`src/rtl/peak_counter_pkg.sv`:
```
// Shared constants for the peak counter readout sequencer: command opcodes,
// header marker, FSM state type and a constant-foldable clog2 helper.
package peak_counter_pkg;

    localparam logic [1:0] OP_STOP    = 2'b00;
    localparam logic [1:0] OP_START   = 2'b01;
    localparam logic [1:0] OP_GET     = 2'b10;
    localparam logic [1:0] OP_GET_RST = 2'b11;

    // Marker byte in the upper half of the optional frame header word
    localparam logic [7:0] HDR_MARKER = 8'hA5;

    typedef enum logic [1:0] {
        ST_IDLE,
        ST_LOAD,
        ST_HDR,
        ST_SEND
    } state_t;

    // Ceiling log2; callers pass values >= 2
    function automatic int clog2(input int value);
        int result;
        int rem;
        result = 0;
        rem    = value - 1;
        while (rem > 0) begin
            result = result + 1;
            rem    = rem >> 1;
        end
        return result;
    endfunction

endpackage

```
`src/rtl/peak_counter_readout_seq_if.sv`:
```
// Command and host-transmit handshake bundle of the readout sequencer.
// slave: the sequencer side; master: the host/controller side.
interface peak_counter_readout_seq_if #(
    parameter int CNTR_WIDTH = 16
);
    logic                  cmd_vld_in;
    logic [1:0]            cmd_op_in;
    logic                  cmd_rdy_out;
    logic [CNTR_WIDTH-1:0] tx_data_out;
    logic                  tx_vld_out;
    logic                  tx_rdy_in;

    modport slave (
        input  cmd_vld_in, cmd_op_in, tx_rdy_in,
        output cmd_rdy_out, tx_data_out, tx_vld_out
    );

    modport master (
        output cmd_vld_in, cmd_op_in, tx_rdy_in,
        input  cmd_rdy_out, tx_data_out, tx_vld_out
    );
endinterface

```
`src/rtl/peak_counter_readout_seq.sv`:
```
// Peak counter readout sequencer: accepts STOP/START/GET/GET_RST commands,
// snapshots the datapath counters into the output shift register and streams
// CNTR_DEPTH words to the host FIFO under a valid/ready handshake.
// Optional frame header (marker + 8-bit frame sequence) is compiled in with
// the macro PEAK_READOUT_HEADER_EN.
module peak_counter_readout_seq
    import peak_counter_pkg::*;
#(
    parameter int CNTR_DEPTH = 24,
    parameter int CNTR_WIDTH = 16
) (
    input  logic                       clk,
    input  logic                       rst,
    peak_counter_readout_seq_if.slave  bus,
    output logic                       counter_clk_en_out,
    output logic                       counter_clr_out,
    output logic                       sreg_load_en_out,
    output logic                       sreg_shift_en_out,
    input  logic [CNTR_WIDTH-1:0]      word_in,
    output logic                       running_out,
    output logic                       sending_out
);

    localparam int             CW       = clog2(CNTR_DEPTH + 1);
    localparam logic [CW-1:0]  LAST_IDX = CW'(CNTR_DEPTH - 1);

    state_t          state;
    state_t          state_nxt;
    logic            clr_flag;
    logic            run;
    logic [CW-1:0]   word_cnt;
    logic            cmd_acc;
    logic            word_acc;
    logic            last_word;
    logic [CNTR_WIDTH-1:0] tx_data;
    logic            tx_vld;

    // Commands only land in IDLE; anything offered elsewhere is dropped
    assign cmd_acc   = bus.cmd_vld_in & (state == ST_IDLE);
    assign word_acc  = (state == ST_SEND) & bus.tx_rdy_in;
    assign last_word = word_acc & (word_cnt == LAST_IDX);

`ifdef PEAK_READOUT_HEADER_EN
    logic [7:0] frame_seq;

    // Frame sequence number advances once per completed frame, wraps at 255
    always_ff @(posedge clk) begin
        if (rst)
            frame_seq <= 8'd0;
        else if (last_word)
            frame_seq <= frame_seq + 8'd1;
    end
`endif

    // State register
    always_ff @(posedge clk) begin
        if (rst)
            state <= ST_IDLE;
        else
            state <= state_nxt;
    end

    // Next-state logic
    always_comb begin
        state_nxt = state;
        case (state)
            ST_IDLE: begin
                if (cmd_acc && (bus.cmd_op_in == OP_GET || bus.cmd_op_in == OP_GET_RST))
                    state_nxt = ST_LOAD;
            end
            ST_LOAD: begin
`ifdef PEAK_READOUT_HEADER_EN
                state_nxt = ST_HDR;
`else
                state_nxt = ST_SEND;
`endif
            end
            ST_HDR: begin
                if (bus.tx_rdy_in)
                    state_nxt = ST_SEND;
            end
            ST_SEND: begin
                if (last_word)
                    state_nxt = ST_IDLE;
            end
            default: state_nxt = ST_IDLE;
        endcase
    end

    // Run enable, clear flag and accepted-word counter
    always_ff @(posedge clk) begin
        if (rst) begin
            run      <= 1'b1;
            clr_flag <= 1'b0;
            word_cnt <= '0;
        end else begin
            if (cmd_acc) begin
                case (bus.cmd_op_in)
                    OP_STOP:  run <= 1'b0;
                    OP_START: run <= 1'b1;
                    default: begin
                        // GET / GET_RST: counter enable left untouched
                        clr_flag <= (bus.cmd_op_in == OP_GET_RST);
                        word_cnt <= '0;
                    end
                endcase
            end else if (word_acc) begin
                word_cnt <= word_cnt + CW'(1);
            end
        end
    end

    // Output decode; data path is a straight pass-through of the shift head
    always_comb begin
        tx_data           = '0;
        tx_vld            = 1'b0;
        sreg_load_en_out  = 1'b0;
        counter_clr_out   = 1'b0;
        sreg_shift_en_out = 1'b0;
        case (state)
            ST_LOAD: begin
                sreg_load_en_out = 1'b1;
                counter_clr_out  = clr_flag;
            end
`ifdef PEAK_READOUT_HEADER_EN
            ST_HDR: begin
                tx_vld        = 1'b1;
                tx_data[15:0] = {HDR_MARKER, frame_seq};
            end
`endif
            ST_SEND: begin
                tx_vld            = 1'b1;
                tx_data           = word_in;
                sreg_shift_en_out = bus.tx_rdy_in;
            end
            default: ;
        endcase
    end

    assign bus.cmd_rdy_out  = (state == ST_IDLE);
    assign bus.tx_vld_out   = tx_vld;
    assign bus.tx_data_out  = tx_data;
    assign counter_clk_en_out = run;
    assign running_out        = run;
    assign sending_out        = (state == ST_HDR) | (state == ST_SEND);

endmodule
```
`src/flat_wrapper.sv`:
```
// flat-port wrapper written by rule: the top's interface ports become plain ports
module peak_counter_readout_seq_flat import peak_counter_pkg::*;
#(
    parameter int CNTR_DEPTH = 24,
    parameter int CNTR_WIDTH = 16
)
  (clk, rst, counter_clk_en_out, counter_clr_out, sreg_load_en_out, sreg_shift_en_out, word_in, running_out, sending_out, bus_cmd_vld_in, bus_cmd_op_in, bus_tx_rdy_in, bus_cmd_rdy_out, bus_tx_data_out, bus_tx_vld_out);
  peak_counter_readout_seq_if #(.CNTR_WIDTH(CNTR_WIDTH)) bus_i ();
  input  logic clk;
  input  logic rst;
  output logic counter_clk_en_out;
  output logic counter_clr_out;
  output logic sreg_load_en_out;
  output logic sreg_shift_en_out;
  input  logic [CNTR_WIDTH-1:0] word_in;
  output logic running_out;
  output logic sending_out;
  input wire logic [$bits(bus_i.cmd_vld_in)-1:0] bus_cmd_vld_in;
  input wire logic [$bits(bus_i.cmd_op_in)-1:0] bus_cmd_op_in;
  input wire logic [$bits(bus_i.tx_rdy_in)-1:0] bus_tx_rdy_in;
  output wire logic [$bits(bus_i.cmd_rdy_out)-1:0] bus_cmd_rdy_out;
  output wire logic [$bits(bus_i.tx_data_out)-1:0] bus_tx_data_out;
  output wire logic [$bits(bus_i.tx_vld_out)-1:0] bus_tx_vld_out;
  assign bus_i.cmd_vld_in = bus_cmd_vld_in;
  assign bus_i.cmd_op_in = bus_cmd_op_in;
  assign bus_i.tx_rdy_in = bus_tx_rdy_in;
  assign bus_cmd_rdy_out = bus_i.cmd_rdy_out;
  assign bus_tx_data_out = bus_i.tx_data_out;
  assign bus_tx_vld_out = bus_i.tx_vld_out;
  peak_counter_readout_seq #(.CNTR_DEPTH(CNTR_DEPTH), .CNTR_WIDTH(CNTR_WIDTH)) u_core (.clk(clk), .rst(rst), .bus(bus_i), .counter_clk_en_out(counter_clk_en_out), .counter_clr_out(counter_clr_out), .sreg_load_en_out(sreg_load_en_out), .sreg_shift_en_out(sreg_shift_en_out), .word_in(word_in), .running_out(running_out), .sending_out(sending_out));
endmodule
```
`config.mk`:
```
export PLATFORM = sky130hd
export DESIGN_NAME = peak_counter_readout_seq_flat
export DESIGN_NICKNAME = d
export VERILOG_FILES = /design/src/rtl/peak_counter_pkg.sv /design/src/rtl/peak_counter_readout_seq_if.sv /design/src/rtl/peak_counter_readout_seq.sv /design/src/flat_wrapper.sv
export SDC_FILE = /design/constraint.sdc
export NUM_CORES = 1
export LEC_CHECK = 0
export BUFFER_PORTS_ARGS = -buffer_cell sky130_fd_sc_hd__buf_2
export CAP_MARGIN = 10
export CELL_PAD_IN_SITES_DETAIL_PLACEMENT = 1
export CELL_PAD_IN_SITES_GLOBAL_PLACEMENT = 2
export CORE_ASPECT_RATIO = 0.5
export CORE_MARGIN = 8
export CORE_UTILIZATION = 20
export DETAILED_ROUTE_END_ITERATION = 12
export PLACE_DENSITY_LB_ADDON = 0.1
export SYNTH_ARGS = -nofsm -noshare
export SYNTH_HDL_FRONTEND = slang
export SYNTH_SLANG_ARGS = --single-unit
export TNS_END_PERCENT = 50
```
`constraint.sdc`:
```
create_clock -name clk -period 1.87 [get_ports clk]
set_input_delay 0.374 -clock clk [delete_from_list [all_inputs] [get_ports clk]]
set_output_delay 0.374 -clock clk [all_outputs]
set_load 0.005 [all_outputs]
```
==> results.sh <==
export IMPL_drt_iter0_drc=4
export IMPL_cts_tree="done"
export IMPL_clock_latency_ps=230
export IMPL_crit_path_top_delay_cell="dfxtp_1"
export IMPL_cts_buffers=3
export IMPL_grt_usage_pct=8.39
export IMPL_cts_clk_slew_worst_paths_ps=40
export IMPL_cts_sinks=9
export IMPL_p_leak_nw=0.505
export IMPL_hpwl_um=1820
export IMPL_initial_core_util_pct=21.1
export IMPL_top_usage_layer="met2"
export IMPL_layout_drive_gt1_share_pct=44.4
export IMPL_finalCriticalPeriod_ps=1660
export IMPL_io_pins=46
export IMPL_cpPeakStageDelay_ps=360
export IMPL_reg2regPathDepth=6
export IMPL_path_class="flip-flop to output port"
export IMPL_endpoint_kind="output port"
export IMPL_tightestPinTransition_ps=257
export IMPL_syn_inst=78
export IMPL_start_kind="flip-flop"
export IMPL_clockBufferDepth=2
export IMPL_grt_max_degree=19
export IMPL_ant_nets=0
export IMPL_max_vdd_ir_drop_mv=0.233
export IMPL_hold_path_cell_count=2
export IMPL_p_per_area_nw_per_um2=908
export IMPL_firstDrtPassIters=2
export IMPL_layout_setup_ws_ps=205
export IMPL_totalWireLength_um=2120
export IMPL_cts_resized=0
export IMPL_drc=0
export IMPL_fillers=390
export IMPL_relSlewSlack_pct=82.9
export IMPL_via_per_inst=4.27
export IMPL_cts_root_buf="clkbuf_8"
export IMPL_via_count=700
export IMPL_rsz0062_at_grt="false"
export IMPL_crit_family="flip-flops"
export IMPL_htree_levels=1
export IMPL_dieArea_um2=5360
export IMPL_synth_nets=105
export IMPL_synth_seq_area_share_pct=28.3
export IMPL_syn_cell_area_um2=637
export IMPL_finalCritPeriodShare_pct=89.0
export IMPL_met1_usage_pct=8.19
export IMPL_setup_viol=0
export IMPL_io_buffers=45
export IMPL_syn_avg_cell_area_um2=8.16
export IMPL_crit_chain="inv_1, ha_1, or2_2, buf_2"
export IMPL_met2_usage_pct=11.3
export IMPL_crit_buf_inv=2
export IMPL_grt_pass1_vias=778
export IMPL_reg2reg_to="u_core.word_cnt[4]"
export IMPL_die_width_um=95.8
export IMPL_min_to="u_core.word_cnt[3]"
export IMPL_worstPathRequired_ps=1500
export IMPL_fin_setup_tns_ps=0
export IMPL_wl_per_cell_um=12.9
export IMPL_ys_ff_latch=9
export IMPL_finalPower_mw=0.859
export IMPL_core_area_um2=3010
export IMPL_seq_area_um2=180
export IMPL_antenna_cells=0
export IMPL_synthToLayoutAreaGrowth_pct=48.5
export IMPL_hp_start="bus_cmd_op_in[1]"
export IMPL_worstHoldPathType="input pin to flip-flop"
export IMPL_yosys_warnings=0
export IMPL_synth_distinct_cells=33
export IMPL_die_height_um=55.9
export IMPL_clock_fmax_ghz=0.601
export IMPL_antenna_found_initial=0
export IMPL_cts_hold_buf=0
export IMPL_reg2reg_slack_ps=420
export IMPL_post_place_ws_ps=409
export IMPL_multi_input_area_um2=423
export IMPL_grt_first_pass_wirelength_um=3470
export IMPL_drv_cap=0
export IMPL_met3_usage_pct=8.61
export IMPL_final_nets=152
export IMPL_worstReg2RegStart="u_core.state[1]"
export IMPL_clock_skew_ps=0.813
export IMPL_final_max_slew_viol_count=0
export IMPL_fin_util_pct=31.4
export IMPL_hold_ws_ps=411
export IMPL_post_cts_setup_buffers=0
export IMPL_gp_congestion=0.675
export IMPL_crit_fanout=4
export IMPL_rows=14
export IMPL_status="complete, no violations"
export IMPL_arrival_ps=1290
export IMPL_grt_overflow_total=0
export IMPL_hold_viol=0
==> cell usage in the layout, fill, tap and decap left out, drive strengths merged, types with 2 or more instances in the layout <==
cell type  synthesis  layout
a21oi              5       5
and2              17      17
buf                2      46
clkbuf             2       4
dfxtp              9       9
ha                 5       5
inv                4       4
mux2i              3       3
nand2              3       3
nand2b             2       2
nand3              3       3
nor2               5       5
o21ai              2       2
or2                2       2
==> cell type report <==
cell class / instances / share of cell area, %
Tap cell: 40 / 5.29
Timing Repair Buffer: 46 / 24.6
Inverter: 4 / 1.59
Clock buffer: 4 / 4.76
Multi-Input combinational cell: 61 / 44.7
Sequential cell: 9 / 19.0
==> worst max path at each step <==
| stage | start | end | slack (ps) | cells past startpoint |
|---|---|---|---|---|
| 4_1_cts | u_core.state[1] | bus_tx_data_out[10] | 170 | 4 |
| 2_1_floorplan | u_core.state[1] | bus_tx_data_out[13] | 370 | 4 |
| 3_3_place_gp | u_core.state[0] | bus_tx_data_out[4] | 430 | 4 |
| 5_1_grt | u_core.state[1] | bus_tx_data_out[7] | 50 | 4 |
| 6_report | u_core.state[0] | sending_out | 210 | 4 |
| 3_5_place_dp | u_core.state[0] | u_core.word_cnt[4] | 410 | 6 |
==> logic make-up after synthesis <==
kind of cell / synth area share (%)
compound gates: 16.3
xor+xnor: 1.38
fa+ha+maj: 9.82
buf+inv: 5.30
flops: 28.3
mux: 4.72
simple gates: 34.2
==> cells in the mapped netlist <==
cell      count  area [um2]
nand2_2       1        6.26
a21oi_2       1        8.76
mux2i_1       3        30.0
or2_0         1        6.26
clkbuf_1      2        7.51
inv_1         3        11.3
buf_4         1        7.51
o21ai_0       2        10.0
inv_2         1        3.75
or2_2         1        6.26
a21oi_1       4        20.0
a311oi_1      1        8.76
and3_1        1        6.26
nor3_1        1        5.00
nand3_1       3        15.0
a41oi_1       1        8.76
dfxtp_1       9         180
nor2_1        5        18.8
nor3b_1       1        7.51
ha_1          5        62.6
nand2_1       2        7.51
a22oi_1       1        7.51
a22o_1        1        8.76
a211oi_2      1        12.5
nand2b_1      2        12.5
nor2b_1       1        6.26
o21bai_1      1        7.51
a21boi_2      1        11.3
buf_1         1        3.75
nand3b_1      1        7.51
and2_1       17         106
xor2_1        1        8.76
nand4_1       1        6.26
==> sequential cells by signal, summed over array words and instances (netlist names) <==
| register | flops |
|---|---|
| u_core.counter_clk_en_out | 1 |
| u_core.clr_flag | 1 |
| u_core.state | 2 |
| u_core.word_cnt | 5 |
==> per-stage QoR <==
step	cell area (um2)	cells
floorplan	637	78
global placement	901	160
detailed placement	901	160
CTS	946	164
global route	946	164
finish	946	164
==> where the power goes <==
group | internal [mW] | total, mW | leakage, nW | switching (mW)
registers | 0.218 | 0.241 | 0.0732 | 0.0230
clock network | 0.148 | 0.221 | 0.0228 | 0.0725
logic | 0.192 | 0.397 | 0.410 | 0.205
==> metal layers <==
layer	part of all wire [%]	vias to the layer above
met3	19	4
met5	0	-
li1	-	355
met4	1.7	0
met2	37	38
met1	42	303
(Power assumes the default switching activity.)
